==> src/rtl/cpu_axi_bridge_if.sv <==
`default_nettype none
// ============================================================================
// Module      : cpu_axi_bridge_if
// Description : Bundles the CPU sram-like instruction/data ports and the single
//               AXI3 master port of cpu_axi_bridge. The "master" modport is the
//               bridge's view: it masters AXI and answers the two sram ports.
//               The "slave" modport is the environment's view.
// Revision    : 1.0 - initial release
// ============================================================================
interface cpu_axi_bridge_if;
  // Instruction sram-like port
  logic        inst_req;
  logic        inst_wr;
  logic [1:0]  inst_size;
  logic [3:0]  inst_wstrb;
  logic [31:0] inst_addr;
  logic [31:0] inst_wdata;
  logic        inst_addr_ok;
  logic        inst_data_ok;
  logic [31:0] inst_rdata;
  // Data sram-like port
  logic        data_req;
  logic        data_wr;
  logic [1:0]  data_size;
  logic [3:0]  data_wstrb;
  logic [31:0] data_addr;
  logic [31:0] data_wdata;
  logic        data_addr_ok;
  logic        data_data_ok;
  logic [31:0] data_rdata;
  // AXI read address channel
  logic [3:0]  arid;
  logic [31:0] araddr;
  logic [7:0]  arlen;
  logic [2:0]  arsize;
  logic [1:0]  arburst;
  logic [1:0]  arlock;
  logic [3:0]  arcache;
  logic [2:0]  arprot;
  logic        arvalid;
  logic        arready;
  // AXI read data channel
  logic [3:0]  rid;
  logic [31:0] rdata;
  logic [1:0]  rresp;
  logic        rlast;
  logic        rvalid;
  logic        rready;
  // AXI write address channel
  logic [3:0]  awid;
  logic [31:0] awaddr;
  logic [7:0]  awlen;
  logic [2:0]  awsize;
  logic [1:0]  awburst;
  logic [1:0]  awlock;
  logic [3:0]  awcache;
  logic [2:0]  awprot;
  logic        awvalid;
  logic        awready;
  // AXI write data channel
  logic [3:0]  wid;
  logic [31:0] wdata;
  logic [3:0]  wstrb;
  logic        wlast;
  logic        wvalid;
  logic        wready;
  // AXI write response channel
  logic [3:0]  bid;
  logic [1:0]  bresp;
  logic        bvalid;
  logic        bready;

  modport master (
    input  inst_req, inst_wr, inst_size, inst_wstrb, inst_addr, inst_wdata,
    output inst_addr_ok, inst_data_ok, inst_rdata,
    input  data_req, data_wr, data_size, data_wstrb, data_addr, data_wdata,
    output data_addr_ok, data_data_ok, data_rdata,
    output arid, araddr, arlen, arsize, arburst, arlock, arcache, arprot, arvalid,
    input  arready,
    input  rid, rdata, rresp, rlast, rvalid,
    output rready,
    output awid, awaddr, awlen, awsize, awburst, awlock, awcache, awprot, awvalid,
    input  awready,
    output wid, wdata, wstrb, wlast, wvalid,
    input  wready,
    input  bid, bresp, bvalid,
    output bready
  );

  modport slave (
    output inst_req, inst_wr, inst_size, inst_wstrb, inst_addr, inst_wdata,
    input  inst_addr_ok, inst_data_ok, inst_rdata,
    output data_req, data_wr, data_size, data_wstrb, data_addr, data_wdata,
    input  data_addr_ok, data_data_ok, data_rdata,
    input  arid, araddr, arlen, arsize, arburst, arlock, arcache, arprot, arvalid,
    output arready,
    output rid, rdata, rresp, rlast, rvalid,
    input  rready,
    input  awid, awaddr, awlen, awsize, awburst, awlock, awcache, awprot, awvalid,
    output awready,
    input  wid, wdata, wstrb, wlast, wvalid,
    output wready,
    output bid, bresp, bvalid,
    input  bready
  );
endinterface
`default_nettype wire

==> src/rtl/cpu_axi_bridge.sv <==
`default_nettype none
// ============================================================================
// Module      : cpu_axi_bridge
// Description : Arbitrates the CPU instruction and data sram-like ports (data
//               has priority) and turns each accepted request into one
//               single-beat AXI3 read or write. One transaction in flight.
// Revision    : 1.0 - initial release
// ============================================================================
module cpu_axi_bridge (
  input  logic              clk,
  input  logic              resetn,
  cpu_axi_bridge_if.master  bus
);

  typedef enum logic [2:0] {
    S_IDLE = 3'd0,
    S_AR   = 3'd1,
    S_R    = 3'd2,
    S_AW_W = 3'd3,
    S_B    = 3'd4,
    S_RESP = 3'd5
  } state_t;

  state_t      r_state;
  logic [1:0]  r_size;
  logic [3:0]  r_wstrb;
  logic [31:0] r_addr;
  logic [31:0] r_wdata;
  logic [31:0] r_rdata;
  logic        r_src;          // 0 = inst, 1 = data
  logic        r_arvalid;
  logic        r_rready;
  logic        r_awvalid;      // low once the AW handshake is done
  logic        r_wvalid;       // low once the W handshake is done
  logic        r_bready;
  logic        r_inst_data_ok;
  logic        r_data_data_ok;

  logic        w_idle;
  logic        w_grant_data;
  logic        w_grant_inst;
  logic        w_accept;
  logic        w_req_wr;
  logic [1:0]  w_req_size;
  logic [3:0]  w_req_wstrb;
  logic [31:0] w_req_addr;
  logic [31:0] w_req_wdata;
  logic        w_aw_done;
  logic        w_w_done;

  // addr_ok is gated by resetn so nothing is granted while reset is asserted
  assign w_idle       = resetn && (r_state == S_IDLE);
  assign w_grant_data = w_idle && bus.data_req;
  assign w_grant_inst = w_idle && !bus.data_req && bus.inst_req;
  assign w_accept     = w_grant_data || w_grant_inst;

  assign w_req_wr    = w_grant_data ? bus.data_wr    : bus.inst_wr;
  assign w_req_size  = w_grant_data ? bus.data_size  : bus.inst_size;
  assign w_req_wstrb = w_grant_data ? bus.data_wstrb : bus.inst_wstrb;
  assign w_req_addr  = w_grant_data ? bus.data_addr  : bus.inst_addr;
  assign w_req_wdata = w_grant_data ? bus.data_wdata : bus.inst_wdata;

  // A channel counts as done if it already handshook or handshakes this cycle
  assign w_aw_done = !r_awvalid || bus.awready;
  assign w_w_done  = !r_wvalid  || bus.wready;

  // Transaction FSM with registered channel valids/readies and data_ok pulses
  always_ff @(posedge clk or negedge resetn) begin
    if (!resetn) begin
      r_state        <= S_IDLE;
      r_size         <= 2'd0;
      r_wstrb        <= 4'd0;
      r_addr         <= 32'd0;
      r_wdata        <= 32'd0;
      r_rdata        <= 32'd0;
      r_src          <= 1'b0;
      r_arvalid      <= 1'b0;
      r_rready       <= 1'b0;
      r_awvalid      <= 1'b0;
      r_wvalid       <= 1'b0;
      r_bready       <= 1'b0;
      r_inst_data_ok <= 1'b0;
      r_data_data_ok <= 1'b0;
    end else begin
      case (r_state)
        S_IDLE: begin
          if (w_accept) begin
            r_size  <= w_req_size;
            r_wstrb <= w_req_wstrb;
            r_addr  <= w_req_addr;
            r_wdata <= w_req_wdata;
            r_src   <= w_grant_data;
            if (w_req_wr) begin
              r_state   <= S_AW_W;
              r_awvalid <= 1'b1;
              r_wvalid  <= 1'b1;
            end else begin
              r_state   <= S_AR;
              r_arvalid <= 1'b1;
            end
          end
        end
        S_AR: begin
          if (bus.arready) begin
            r_arvalid <= 1'b0;
            r_rready  <= 1'b1;
            r_state   <= S_R;
          end
        end
        S_R: begin
          if (bus.rvalid) begin
            r_rready       <= 1'b0;
            r_rdata        <= bus.rdata;
            r_inst_data_ok <= !r_src;
            r_data_data_ok <= r_src;
            r_state        <= S_RESP;
          end
        end
        S_AW_W: begin
          if (bus.awready) r_awvalid <= 1'b0;
          if (bus.wready)  r_wvalid  <= 1'b0;
          if (w_aw_done && w_w_done) begin
            r_bready <= 1'b1;
            r_state  <= S_B;
          end
        end
        S_B: begin
          if (bus.bvalid) begin
            r_bready       <= 1'b0;
            r_inst_data_ok <= !r_src;
            r_data_data_ok <= r_src;
            r_state        <= S_RESP;
          end
        end
        S_RESP: begin
          r_inst_data_ok <= 1'b0;
          r_data_data_ok <= 1'b0;
          r_state        <= S_IDLE;
        end
        default: begin
          r_state <= S_IDLE;
        end
      endcase
    end
  end

  // sram-like side
  assign bus.inst_addr_ok = w_grant_inst;
  assign bus.data_addr_ok = w_grant_data;
  assign bus.inst_data_ok = r_inst_data_ok;
  assign bus.data_data_ok = r_data_data_ok;
  assign bus.inst_rdata   = r_rdata;
  assign bus.data_rdata   = r_rdata;

  // AXI read address / data
  assign bus.arid    = {3'b000, r_src};
  assign bus.araddr  = r_addr;
  assign bus.arlen   = 8'd0;
  assign bus.arsize  = {1'b0, r_size};
  assign bus.arburst = 2'b01;
  assign bus.arlock  = 2'b00;
  assign bus.arcache = 4'd0;
  assign bus.arprot  = 3'd0;
  assign bus.arvalid = r_arvalid;
  assign bus.rready  = r_rready;

  // AXI write address / data / response
  assign bus.awid    = 4'd1;
  assign bus.awaddr  = r_addr;
  assign bus.awlen   = 8'd0;
  assign bus.awsize  = {1'b0, r_size};
  assign bus.awburst = 2'b01;
  assign bus.awlock  = 2'b00;
  assign bus.awcache = 4'd0;
  assign bus.awprot  = 3'd0;
  assign bus.awvalid = r_awvalid;
  assign bus.wid     = 4'd1;
  assign bus.wdata   = r_wdata;
  assign bus.wstrb   = r_wstrb;
  assign bus.wlast   = 1'b1;
  assign bus.wvalid  = r_wvalid;
  assign bus.bready  = r_bready;

endmodule
`default_nettype wire

==> src/flat_wrapper.sv <==
// flat-port wrapper written by rule: the top's interface ports become plain ports
module cpu_axi_bridge_flat 
  (clk, resetn, bus_inst_req, bus_inst_wr, bus_inst_size, bus_inst_wstrb, bus_inst_addr, bus_inst_wdata, bus_inst_addr_ok, bus_inst_data_ok, bus_inst_rdata, bus_data_req, bus_data_wr, bus_data_size, bus_data_wstrb, bus_data_addr, bus_data_wdata, bus_data_addr_ok, bus_data_data_ok, bus_data_rdata, bus_arid, bus_araddr, bus_arlen, bus_arsize, bus_arburst, bus_arlock, bus_arcache, bus_arprot, bus_arvalid, bus_arready, bus_rid, bus_rdata, bus_rresp, bus_rlast, bus_rvalid, bus_rready, bus_awid, bus_awaddr, bus_awlen, bus_awsize, bus_awburst, bus_awlock, bus_awcache, bus_awprot, bus_awvalid, bus_awready, bus_wid, bus_wdata, bus_wstrb, bus_wlast, bus_wvalid, bus_wready, bus_bid, bus_bresp, bus_bvalid, bus_bready);
  cpu_axi_bridge_if bus_i ();
  input  logic clk;
  input  logic resetn;
  input wire logic [$bits(bus_i.inst_req)-1:0] bus_inst_req;
  input wire logic [$bits(bus_i.inst_wr)-1:0] bus_inst_wr;
  input wire logic [$bits(bus_i.inst_size)-1:0] bus_inst_size;
  input wire logic [$bits(bus_i.inst_wstrb)-1:0] bus_inst_wstrb;
  input wire logic [$bits(bus_i.inst_addr)-1:0] bus_inst_addr;
  input wire logic [$bits(bus_i.inst_wdata)-1:0] bus_inst_wdata;
  output wire logic [$bits(bus_i.inst_addr_ok)-1:0] bus_inst_addr_ok;
  output wire logic [$bits(bus_i.inst_data_ok)-1:0] bus_inst_data_ok;
  output wire logic [$bits(bus_i.inst_rdata)-1:0] bus_inst_rdata;
  input wire logic [$bits(bus_i.data_req)-1:0] bus_data_req;
  input wire logic [$bits(bus_i.data_wr)-1:0] bus_data_wr;
  input wire logic [$bits(bus_i.data_size)-1:0] bus_data_size;
  input wire logic [$bits(bus_i.data_wstrb)-1:0] bus_data_wstrb;
  input wire logic [$bits(bus_i.data_addr)-1:0] bus_data_addr;
  input wire logic [$bits(bus_i.data_wdata)-1:0] bus_data_wdata;
  output wire logic [$bits(bus_i.data_addr_ok)-1:0] bus_data_addr_ok;
  output wire logic [$bits(bus_i.data_data_ok)-1:0] bus_data_data_ok;
  output wire logic [$bits(bus_i.data_rdata)-1:0] bus_data_rdata;
  output wire logic [$bits(bus_i.arid)-1:0] bus_arid;
  output wire logic [$bits(bus_i.araddr)-1:0] bus_araddr;
  output wire logic [$bits(bus_i.arlen)-1:0] bus_arlen;
  output wire logic [$bits(bus_i.arsize)-1:0] bus_arsize;
  output wire logic [$bits(bus_i.arburst)-1:0] bus_arburst;
  output wire logic [$bits(bus_i.arlock)-1:0] bus_arlock;
  output wire logic [$bits(bus_i.arcache)-1:0] bus_arcache;
  output wire logic [$bits(bus_i.arprot)-1:0] bus_arprot;
  output wire logic [$bits(bus_i.arvalid)-1:0] bus_arvalid;
  input wire logic [$bits(bus_i.arready)-1:0] bus_arready;
  input wire logic [$bits(bus_i.rid)-1:0] bus_rid;
  input wire logic [$bits(bus_i.rdata)-1:0] bus_rdata;
  input wire logic [$bits(bus_i.rresp)-1:0] bus_rresp;
  input wire logic [$bits(bus_i.rlast)-1:0] bus_rlast;
  input wire logic [$bits(bus_i.rvalid)-1:0] bus_rvalid;
  output wire logic [$bits(bus_i.rready)-1:0] bus_rready;
  output wire logic [$bits(bus_i.awid)-1:0] bus_awid;
  output wire logic [$bits(bus_i.awaddr)-1:0] bus_awaddr;
  output wire logic [$bits(bus_i.awlen)-1:0] bus_awlen;
  output wire logic [$bits(bus_i.awsize)-1:0] bus_awsize;
  output wire logic [$bits(bus_i.awburst)-1:0] bus_awburst;
  output wire logic [$bits(bus_i.awlock)-1:0] bus_awlock;
  output wire logic [$bits(bus_i.awcache)-1:0] bus_awcache;
  output wire logic [$bits(bus_i.awprot)-1:0] bus_awprot;
  output wire logic [$bits(bus_i.awvalid)-1:0] bus_awvalid;
  input wire logic [$bits(bus_i.awready)-1:0] bus_awready;
  output wire logic [$bits(bus_i.wid)-1:0] bus_wid;
  output wire logic [$bits(bus_i.wdata)-1:0] bus_wdata;
  output wire logic [$bits(bus_i.wstrb)-1:0] bus_wstrb;
  output wire logic [$bits(bus_i.wlast)-1:0] bus_wlast;
  output wire logic [$bits(bus_i.wvalid)-1:0] bus_wvalid;
  input wire logic [$bits(bus_i.wready)-1:0] bus_wready;
  input wire logic [$bits(bus_i.bid)-1:0] bus_bid;
  input wire logic [$bits(bus_i.bresp)-1:0] bus_bresp;
  input wire logic [$bits(bus_i.bvalid)-1:0] bus_bvalid;
  output wire logic [$bits(bus_i.bready)-1:0] bus_bready;
  assign bus_i.inst_req = bus_inst_req;
  assign bus_i.inst_wr = bus_inst_wr;
  assign bus_i.inst_size = bus_inst_size;
  assign bus_i.inst_wstrb = bus_inst_wstrb;
  assign bus_i.inst_addr = bus_inst_addr;
  assign bus_i.inst_wdata = bus_inst_wdata;
  assign bus_inst_addr_ok = bus_i.inst_addr_ok;
  assign bus_inst_data_ok = bus_i.inst_data_ok;
  assign bus_inst_rdata = bus_i.inst_rdata;
  assign bus_i.data_req = bus_data_req;
  assign bus_i.data_wr = bus_data_wr;
  assign bus_i.data_size = bus_data_size;
  assign bus_i.data_wstrb = bus_data_wstrb;
  assign bus_i.data_addr = bus_data_addr;
  assign bus_i.data_wdata = bus_data_wdata;
  assign bus_data_addr_ok = bus_i.data_addr_ok;
  assign bus_data_data_ok = bus_i.data_data_ok;
  assign bus_data_rdata = bus_i.data_rdata;
  assign bus_arid = bus_i.arid;
  assign bus_araddr = bus_i.araddr;
  assign bus_arlen = bus_i.arlen;
  assign bus_arsize = bus_i.arsize;
  assign bus_arburst = bus_i.arburst;
  assign bus_arlock = bus_i.arlock;
  assign bus_arcache = bus_i.arcache;
  assign bus_arprot = bus_i.arprot;
  assign bus_arvalid = bus_i.arvalid;
  assign bus_i.arready = bus_arready;
  assign bus_i.rid = bus_rid;
  assign bus_i.rdata = bus_rdata;
  assign bus_i.rresp = bus_rresp;
  assign bus_i.rlast = bus_rlast;
  assign bus_i.rvalid = bus_rvalid;
  assign bus_rready = bus_i.rready;
  assign bus_awid = bus_i.awid;
  assign bus_awaddr = bus_i.awaddr;
  assign bus_awlen = bus_i.awlen;
  assign bus_awsize = bus_i.awsize;
  assign bus_awburst = bus_i.awburst;
  assign bus_awlock = bus_i.awlock;
  assign bus_awcache = bus_i.awcache;
  assign bus_awprot = bus_i.awprot;
  assign bus_awvalid = bus_i.awvalid;
  assign bus_i.awready = bus_awready;
  assign bus_wid = bus_i.wid;
  assign bus_wdata = bus_i.wdata;
  assign bus_wstrb = bus_i.wstrb;
  assign bus_wlast = bus_i.wlast;
  assign bus_wvalid = bus_i.wvalid;
  assign bus_i.wready = bus_wready;
  assign bus_i.bid = bus_bid;
  assign bus_i.bresp = bus_bresp;
  assign bus_i.bvalid = bus_bvalid;
  assign bus_bready = bus_i.bready;
  cpu_axi_bridge u_core (.clk(clk), .resetn(resetn), .bus(bus_i));
endmodule
==> config.mk <==
export PLATFORM = sky130hd
export DESIGN_NAME = cpu_axi_bridge_flat
export DESIGN_NICKNAME = d
export VERILOG_FILES = /design/src/rtl/cpu_axi_bridge_if.sv /design/src/rtl/cpu_axi_bridge.sv /design/src/flat_wrapper.sv
export SDC_FILE = /design/constraint.sdc
export NUM_CORES = 1
export LEC_CHECK = 0
export ABC_AREA = 1
export BUFFER_PORTS_ARGS = -buffer_cell sky130_fd_sc_hd__clkbuf_2
export CAP_MARGIN = 5
export CORE_AREA = 8 8 160 162
export DETAILED_ROUTE_END_ITERATION = 8
export DIE_AREA = 0 0 168 170
export PLACE_DENSITY_LB_ADDON = 0.15
export SLEW_MARGIN = 20
export SYNTH_ARGS = -nofsm -noshare
export SYNTH_HDL_FRONTEND = slang
export SYNTH_SLANG_ARGS = --single-unit
==> constraint.sdc <==
create_clock -name clk -period 1.8 [get_ports clk]
set_clock_uncertainty 0.2 [all_clocks]
set_input_delay 0.27 -clock clk [delete_from_list [all_inputs] [get_ports clk]]
set_output_delay 0.27 -clock clk [all_outputs]
set_load 0.005 [all_outputs]
==> results.ini, run 1 <==
[global_routing]
track_usage_pct=15.71
antenna_found_initial=1
grt_pass1_vias=6598
overflow=0
grt_max_degree=114
grt_pass1_wl_mm=35.85

[route]
via_per_inst=4.143
dr.pass1.iters=6
drt-initial-drc-count=299
detail-route-antenna-nets=0
wl_per_cell_um=15.65
drc=0
wirelength_mm=24.12
vias=6385

[logic_synthesis]
netlist.area_leader.share_pct=47.35
ys_seq_elements=113
synth-seq-area-share_pct=47.35
netlist_area_um2=5972
synth.distinct_cells=21
yosys_warnings=0
synth_area_leaders=dfrtp_1, nand2_1, buf_4
synth_area_leader_cell=dfrtp_1
syn_inst=751
avgSynthCellArea_um2=7.952

[finish]
final_cell_mix=clkbuf_2, nand2_1, dlygate4sd3_1, dfrtp_1, nor2_1
final_nets=1434
final_common_cell=clkbuf_2
antenna_cells=0
area_delta_synth_final_pct=71.99
nFillCells=2325
stdcell_count=1541
drive_gt1_share_pct=35.97

[sta]
fin_crit_sh_pct=103.8
max_slew_margin_pct=52.96
max_freq_mhz=535.2
whs_ps=42.60
finalSetupTns_ps=-143.2
rsz0062_at_grt=yes
finalHoldViolations=0
tightest_slew_ps=705.6
slew_viol_final=0
period_needed_ps=1869
setup_viol=3
layout_setup_ws_ps=-68.51

[die]
core-area_um2=23050
die_y_um=170
start_util_pct=25.91
ios=426
die_area_um2=28560
rows=56
fp.dieW_um=168

[worst_setup_path]
required_ps=1330
worstPathArrival_ps=1400
end_kind=output pin
critPathKind=reg2out
critPathLaunchType=register
crit_fanout=3

[clocking]
clkSinkCount=113
cts-root-buf=clkbuf_16
path_clk_slew_ps=60
cts_tree=yes
cts_buffer_depth=2
cts-htree-levels=4
cts_buffers=17
clock_latency_ps=410

[place]
place_ws_ps=-7.613
gp_congestion=0.7633
place.port_buffers=360
dpl.hpwl_mm=16.49
placed_cells=1318

[run_status]
outcome=finished, violations left
violations=setup timing

[power]
ir_worst_vdd_uv=494.1
p_per_area_nw_per_um2=1446
p_total_mw=14.85
cellLeakagePower_nw=5.402

[min_path]
holdCritPathClass=in2reg

[flow_run]
maxCapViolations=0

==> worst max-delay path, stage by stage, from the launching register on <==
cell	delay [ps]
dfrtp_1	400
nor2_4	140
nand3_2	90
nor2_4	140
buf_12	130
buf_6	80
==> stage by stage <==
step | cell area, µm² | util, %
final | 10270 | 44.56
after global placement | 7542 | 32.72
after CTS | 9970 | 43.25
after global routing | 10270 | 44.56
after detailed placement | 7542 | 32.72
after floorplan | 6160 | -
==> path summary, 6_finish.rpt <==
kind	start	slack (ps)	end	depth (start not counted)
worst max-delay path	u_core.r_state[1]$_DFFE_PN0P_	-70	bus_data_addr_ok	5
worst min-delay path	bus_arready	40	u_core.bus.rready$_DFFE_PN0P_	5
worst max register to register	u_core.r_state[1]$_DFFE_PN0P_	-20	u_core.bus.araddr[31]$_DFFE_PN0P_	8
worst min register to register	u_core.bus.bready$_DFFE_PN0P_	270	u_core.bus.bready$_DFFE_PN0P_	2
max in group asynchronous	resetn	450	u_core.bus.wstrb[2]$_DFFE_PN0P_	3
min in group asynchronous	resetn	370	u_core.bus.awvalid$_DFFE_PN0P_	3
==> repair_timing <==
action                                  in CTS  in global routing
hold buffers                               174                  0
resized for setup                            2                 31
pin swaps                                    2                  3
gates cloned                                 0                  7
buffers inserted                             5                  5
endpoints found under the setup margin       4                 96
hold endpoints to repair                   216                  0
==> cells in the mapped netlist <==
cell and n:
nand3b_1 2, nor3_1 1, buf_6 4, nor2_4 3, buf_2 25, inv_1 25, inv_2 1, nor2_2 1
o21ai_0 8, clkbuf_1 7, buf_4 119, nand4_1 2, a21oi_1 3, a31oi_1 70, nor2_1 78, nand2_1 277
conb_1 2, nand3_1 8, nand2_2 1, o21ai_1 1, dfrtp_1 113
==> flip-flops by register name (all words and copies together) (netlist names) <==
signal	cells
u_core.bus.wstrb	4
u_core.bus.wvalid	1
u_core.r_size	2
u_core.bus.data_data_ok	1
u_core.bus.rready	1
u_core.bus.araddr	32
u_core.bus.arvalid	1
u_core.bus.data_rdata	32
u_core.bus.wdata	32
u_core.r_state	3
u_core.bus.bready	1
u_core.r_src	1
u_core.bus.inst_data_ok	1
u_core.bus.awvalid	1
==> metal layers <==
metal	global-route usage [%]	vias to the layer above	wire [µm]
met3	5.190	26	1744
met1	18.05	2927	9988
met4	4.814	2	384
met5	0	-	13
li1	-	3189	-
met2	27.37	241	11990
==> area by class of cell <==
class	instances	area (µm²)	area share, %
clock buffer	19	432.9	4.215
clock inverter	13	210.2	2.047
inverter	26	105.1	1.023
multi-input combinational	507	2220	21.61
sequential	113	2828	27.53
tap	290	362.8	3.533
timing repair buffer	572	4106	39.98
timing repair inverter	1	6.256	0.06091
==> power by group <==
group	switching [mW]	internal [mW]
registers	0.938	3.80
clock network	1.31	2.46
logic	3.23	3.11
total	5.48	9.37
==> kinds of logic after synthesis <==
kind of cell,share of synthesized area (%)
buffers and inverters,19.88
AND/OR/NAND/NOR,24.30
other,0.1258
AO/OA/AOI/OAI,8.338
flip-flops,47.35
Power figures use the tool's default switching activity.
==> run 2, diff against run 1 <==
- SKIP_CTS_REPAIR_TIMING: unset -> 1
==> run 2 against run 1 <==
  * The run ends with hold timing, setup timing left
  * Clock power is essentially flat
  * Fmax shrank 4.4%
  * Global-route usage shrank 1.3 points
  * Non-clock buffer count shrank 1
  * Critical path type unchanged
  * Largest power group unchanged
  * Highest routed layer unchanged
==> results.ini, run 2 (synthesis gave the netlist of run 1 again) <==
[run_status]
outcome=finished, violations left
violations=hold timing, setup timing

[finish]
drive_gt1_share_pct=36.00  ; about the same
area_delta_synth_final_pct=71.15
antenna_cells=0  ; unchanged
stdcell_count=1540  ; -0.065%
final_nets=1433  ; -0.070%
final_common_cell=clkbuf_2
finish.utilization_pct=44.34  ; -0.22 points
final_cell_mix=clkbuf_2, nand2_1, dlygate4sd3_1, dfrtp_1, nor2_1

[flow_run]
maxCapViolations=0  ; unchanged

[route]
wl_per_cell_um=15.45  ; -1.2%
drt-initial-drc-count=293  ; -2.0%
vias=6343  ; -0.66%
drt-met1-wl_mm=9.772  ; -2.2%
detail-route-antenna-nets=0  ; unchanged
drc=0  ; unchanged
via_per_inst=4.119  ; -0.59%
dr_wl_met2_mm=12.11  ; +1.1%
met3WireLength_mm=1.678  ; -3.8%
top_layer=met5
dr.pass1.iters=6  ; unchanged
wirelength_mm=23.80  ; -1.3%

[worst_setup_path]
cpLargestDelayFamily=simple AND/OR/NAND/NOR gates
ff2ff_setup_slack_ps=40  ; +60 ps
path_cells=nor2_4, nand3_2, nor2_4, buf_12, buf_6
path_common_cell=nor2_4
r2r_start=u_core.r_state[0]$_DFFE_PN0P_
worstPathArrival_ps=1480  ; +80 ps
critPathLaunchType=register
r2r_cells=8  ; unchanged
r2r_end=u_core.bus.araddr[0]$_DFFE_PN0P_
crit_start=u_core.r_state[0]$_DFFE_PN0P_
crit_fanout=7  ; +4
required_ps=1330  ; about the same
crit_path_top_delay_cell=dfrtp_1
setup.worst_path.end=bus_data_addr_ok
path_buf_inv=2  ; unchanged
crit_cells=5  ; unchanged
max_stage_delay_ps=400  ; about the same
end_kind=output pin
critPathKind=reg2out

[sta]
whs_ps=-24.57  ; -67.17 ps
max_freq_mhz=511.9  ; -4.4%
fin_crit_sh_pct=108.5  ; +4.7 points
max_slew_margin_pct=54.53  ; +1.6 points
setup_viol=2  ; -1
rsz0062_at_grt=yes
layout_setup_ws_ps=-153.7  ; -85.18 ps
slew_viol_final=0  ; unchanged
tightest_slew_ps=682.1  ; -23.51 ps
finalHoldViolations=1  ; +1
period_needed_ps=1954  ; +85.18 ps

[die]
rows=56  ; unchanged
die_area_um2=28560  ; unchanged
start_util_pct=25.91  ; unchanged
ios=426  ; unchanged
die_y_um=170  ; unchanged
fp.dieW_um=168  ; unchanged
core-area_um2=23050  ; unchanged

[clocking]
path_clk_slew_ps=60  ; about the same
cts-root-buf=clkbuf_16
cts_buffer_depth=2  ; unchanged
cts-htree-levels=4  ; unchanged
clock_latency_ps=410  ; about the same
cts_buffers=17  ; unchanged
cts_tree=yes
clkSinkCount=113  ; unchanged

[power]
p_per_area_nw_per_um2=1445  ; about the same
cellLeakagePower_nw=5.390  ; -0.22%
ir_worst_vdd_uv=514.2  ; +4.1%
p_total_mw=14.77  ; -0.55%

[global_routing]
grt_pass1_vias=5617  ; -15%
grt_max_degree=114  ; unchanged
antenna_found_initial=1  ; unchanged
grt_pass1_wl_mm=32.39  ; -9.7%
track_usage_pct=14.41  ; -1.3 points
overflow=0  ; unchanged

[place]
place.port_buffers=360  ; unchanged
gp_congestion=0.7633  ; unchanged
placed_cells=1318  ; unchanged
dpl.hpwl_mm=16.49  ; unchanged

[min_path]
worstHoldPathCells=4  ; -1
holdCritPathClass=in2reg

run 2: final cells by class:
cell class / instances / area [µm²]
clock inverters: 13 / 210.2
well taps: 290 / 362.8
clock buffers: 19 / 432.9
inverters: 26 / 105.1
repair inverters: 1 / 6.256
flip-flops and latches: 113 / 2829
multi-input cells: 507 / 2205
repair buffers: 571 / 4070
fillers: 2327 / 12830
run 2: how the worst min path moves through the flow:
| stage | startpoint | endpoint | slack, ps |
|---|---|---|---|
| after floorplan | resetn | u_core.bus.araddr[0]$_DFFE_PN0P_ | -230 |
| after global placement | u_core.bus.bready$_DFFE_PN0P_ | u_core.bus.bready$_DFFE_PN0P_ | 260 |
| after detailed placement | u_core.bus.bready$_DFFE_PN0P_ | u_core.bus.bready$_DFFE_PN0P_ | 260 |
| after CTS | resetn | u_core.bus.wdata[7]$_DFFE_PN0P_ | -160 |
| after global routing | bus_bvalid | u_core.r_state[2]$_DFFE_PN0P_ | 8 |
| final | bus_bvalid | u_core.r_state[2]$_DFFE_PN0P_ | -20 |
run 2: metal layers:
metal | GRT usage [%] | vias up
li1 | - | 3180
met3 | 4.889 | 17
met2 | 23.98 | 233
met5 | 0 | -
met1 | 17.36 | 2911
met4 | 4.503 | 2
run 2: power breakdown:
group	switching (mW)	leakage (nW)	total (mW)	internal (mW)
combinational	3.19	3.78	6.25	3.06
sequential	0.945	1.30	4.74	3.80
clock	1.31	0.308	3.77	2.46
run 2: through the flow:
stage | hold WS (ps) | TNS, ps | setup WS, ps | area (µm²)
finish | -24.57 | -202.4 | -153.7 | 10220
detailed placement | 262.1 | -7.613 | -7.613 | 7542
global placement | 259.3 | 0 | 26.38 | 7542
floorplan | -225.6 | 0 | 183.3 | 6160
CTS | -163.6 | -468.3 | -337.1 | 8185
global route | 7.620 | -997.0 | -239.8 | 10220
run 2: worst reg2reg max path, delay by kind of cell (launching register included):
family,cells,cell delay [ps]
and+or+nand+nor,4,480
DFF,1,400
buffers and inverters,3,400
AOI/OAI and AO/OA,1,180
==> run 3, diff against run 2 <==
- RECOVER_POWER: unset -> 25
==> run 3 against run 2 <==
  * The run still ends with hold timing, setup timing left
  * Fmax hardly changed
  * Worst setup slack better by 0.57 ps
  * Flip-flop and latch count did not move
  * Sequential power is essentially flat
  * Clock-buffer cell count is the same
  * Core utilization about the same
  * Die area unchanged
  * Critical path type unchanged
  * Hold slack about the same
  * Non-clock buffer count stayed put
  * Global-route usage unchanged
  * Routed wire length hardly changed
==> results.ini, run 3 (synthesis gave the netlist of run 1 again) <==
[place]
dpl-instance-area_um2=7542  ; unchanged
place.port_buffers=360  ; unchanged
dpl.hpwl_mm=16.49  ; unchanged
placed_cells=1318  ; unchanged
gp_congestion=0.7633  ; unchanged

[die]
start_util_pct=25.91  ; unchanged
fp.dieW_um=168  ; unchanged
die_y_um=170  ; unchanged
ios=426  ; unchanged
core-area_um2=23050  ; unchanged
die_area_um2=28560  ; unchanged
rows=56  ; unchanged

[route]
wl_per_cell_um=15.46  ; about the same
drc=0  ; unchanged
vias=6343  ; unchanged
via_per_inst=4.119  ; unchanged
drt-initial-drc-count=296  ; +1.0%
detail-route-antenna-nets=0  ; unchanged
wirelength_mm=23.81  ; about the same
dr.pass1.iters=5  ; -1

[power]
intPower_mw=9.312  ; -0.11%
pwr-share-comb_pct=42.3  ; about the same
switchingPower_mw=5.443  ; about the same
p_sw_share_pct=36.89  ; about the same
cellLeakagePower_nw=5.380  ; -0.20%
p_total_mw=14.75  ; about the same
clockPowerShare_pct=25.6  ; about the same
ir_worst_vdd_uv=514.3  ; about the same
p_seq_share_pct=32.1  ; about the same
p_per_area_nw_per_um2=1445  ; about the same

[sta]
rsz0062_at_grt=yes
tightest_slew_ps=982.4  ; +300.3 ps
fin_crit_sh_pct=108.5  ; about the same
finalHoldViolations=1  ; unchanged
whs_ps=-24.09  ; +0.4805 ps
slew_viol_final=0  ; unchanged
max_freq_mhz=512.0  ; about the same
layout_setup_ws_ps=-153.1  ; +0.5660 ps
period_needed_ps=1953  ; -0.5660 ps
max_slew_margin_pct=34.51  ; -20 points
setup_viol=2  ; unchanged

[clocking]
cts_buffer_depth=2  ; unchanged
cts-htree-levels=4  ; unchanged
clkSinkCount=113  ; unchanged
cts_tree=yes
path_clk_slew_ps=60  ; about the same
clock_latency_ps=410  ; about the same
cts_buffers=17  ; unchanged
cts-root-buf=clkbuf_16

[min_path]
holdCritPathClass=in2reg

[flow_run]
maxCapViolations=0  ; unchanged

[run_status]
outcome=finished, violations left
violations=hold timing, setup timing

[finish]
stdcell_count=1540  ; unchanged
final_area_um2=10210  ; about the same
multi_input_area_um2=2205  ; unchanged
antenna_cells=0  ; unchanged
drive_gt1_share_pct=35.76  ; -0.24 points
final_nets=1433  ; unchanged
final_common_cell=clkbuf_2
area_delta_synth_final_pct=70.98  ; about the same
seqCellArea_um2=2829  ; unchanged
final_cell_mix=clkbuf_2, nand2_1, dlygate4sd3_1, dfrtp_1, nor2_1
nFillCells=2326  ; -0.043%

[worst_setup_path]
crit_fanout=7  ; unchanged
path_cells=nor2_4, nand3_2, nor2_4, buf_12, buf_6
crit_path_top_delay_cell=dfrtp_1
path_common_cell=nor2_4
required_ps=1330  ; about the same
max_stage_delay_ps=400  ; about the same
critPathLaunchType=register
critPathKind=reg2out
end_kind=output pin
worstPathArrival_ps=1480  ; about the same

[global_routing]
grt_pass1_wl_mm=32.39  ; unchanged
overflow=0  ; unchanged
track_usage_pct=14.41  ; unchanged
antenna_found_initial=1  ; unchanged
grt_pass1_vias=5617  ; unchanged
grt_max_degree=114  ; unchanged

-- run 3: critical path, delay by kind of cell, from the launching register on --
kind | cells | cell delay, ps
and+or+nand+nor | 3 | 420
buffers and inverters | 2 | 240
DFF | 1 | 400
-- run 3: final timing paths --
| check | start | end | slack (ps) | cells past startpoint |
|---|---|---|---|---|
| setup / recovery | u_core.r_state[0]$_DFFE_PN0P_ | bus_data_addr_ok | -150 | 5 |
| hold / removal | bus_bvalid | u_core.r_state[2]$_DFFE_PN0P_ | -20 | 4 |
| setup reg to reg | u_core.r_state[0]$_DFFE_PN0P_ | u_core.bus.araddr[0]$_DFFE_PN0P_ | 40 | 8 |
| hold reg to reg | u_core.bus.bready$_DFFE_PN0P_ | u_core.bus.bready$_DFFE_PN0P_ | 270 | 2 |
| max in group asynchronous | resetn | u_core.bus.araddr[0]$_DFFE_PN0P_ | 200 | 3 |
| min in group asynchronous | resetn | u_core.bus.awvalid$_DFFE_PN0P_ | 490 | 3 |
-- run 3: cell type report --
type | count | area share, %
inverters | 26 | 1.029
flip-flops and latches | 113 | 27.71
repair inverters | 1 | 0.06127
clock inverters | 13 | 2.059
repair buffers | 571 | 39.76
multi-input cells | 507 | 21.59
clock buffers | 19 | 4.240
well taps | 290 | 3.554
-- run 3: layer usage --
layer | global-route usage [%] | routed length [µm] | vias up
met5 | 0 | 13 | -
met1 | 17.36 | 9798 | 2916
met3 | 4.889 | 1674 | 17
met4 | 4.503 | 221 | 2
li1 | - | - | 3179
met2 | 23.98 | 12100 | 229
-- run 3: power groups by stage --
stage,registers (mW),clock network [mW],logic [mW]
final,4.74,3.77,6.24
after global routing,4.94,4.00,6.98
after CTS,4.75,3.87,5.63
after detailed placement,4.77,0,5.64
after global placement,4.77,0,5.61
after floorplan,4.71,0,3.48
-- run 3: per-stage QoR --
stage | setup slack [ps] | utilization, % | setup TNS (ps)
final | -153.1 | 44.30 | -201.5
after global routing | -239.8 | 44.30 | -997.0
after CTS | -337.1 | 35.51 | -468.3
after detailed placement | -7.613 | 32.72 | -7.613
after global placement | 26.38 | 32.72 | 0
after floorplan | 183.3 | - | 0
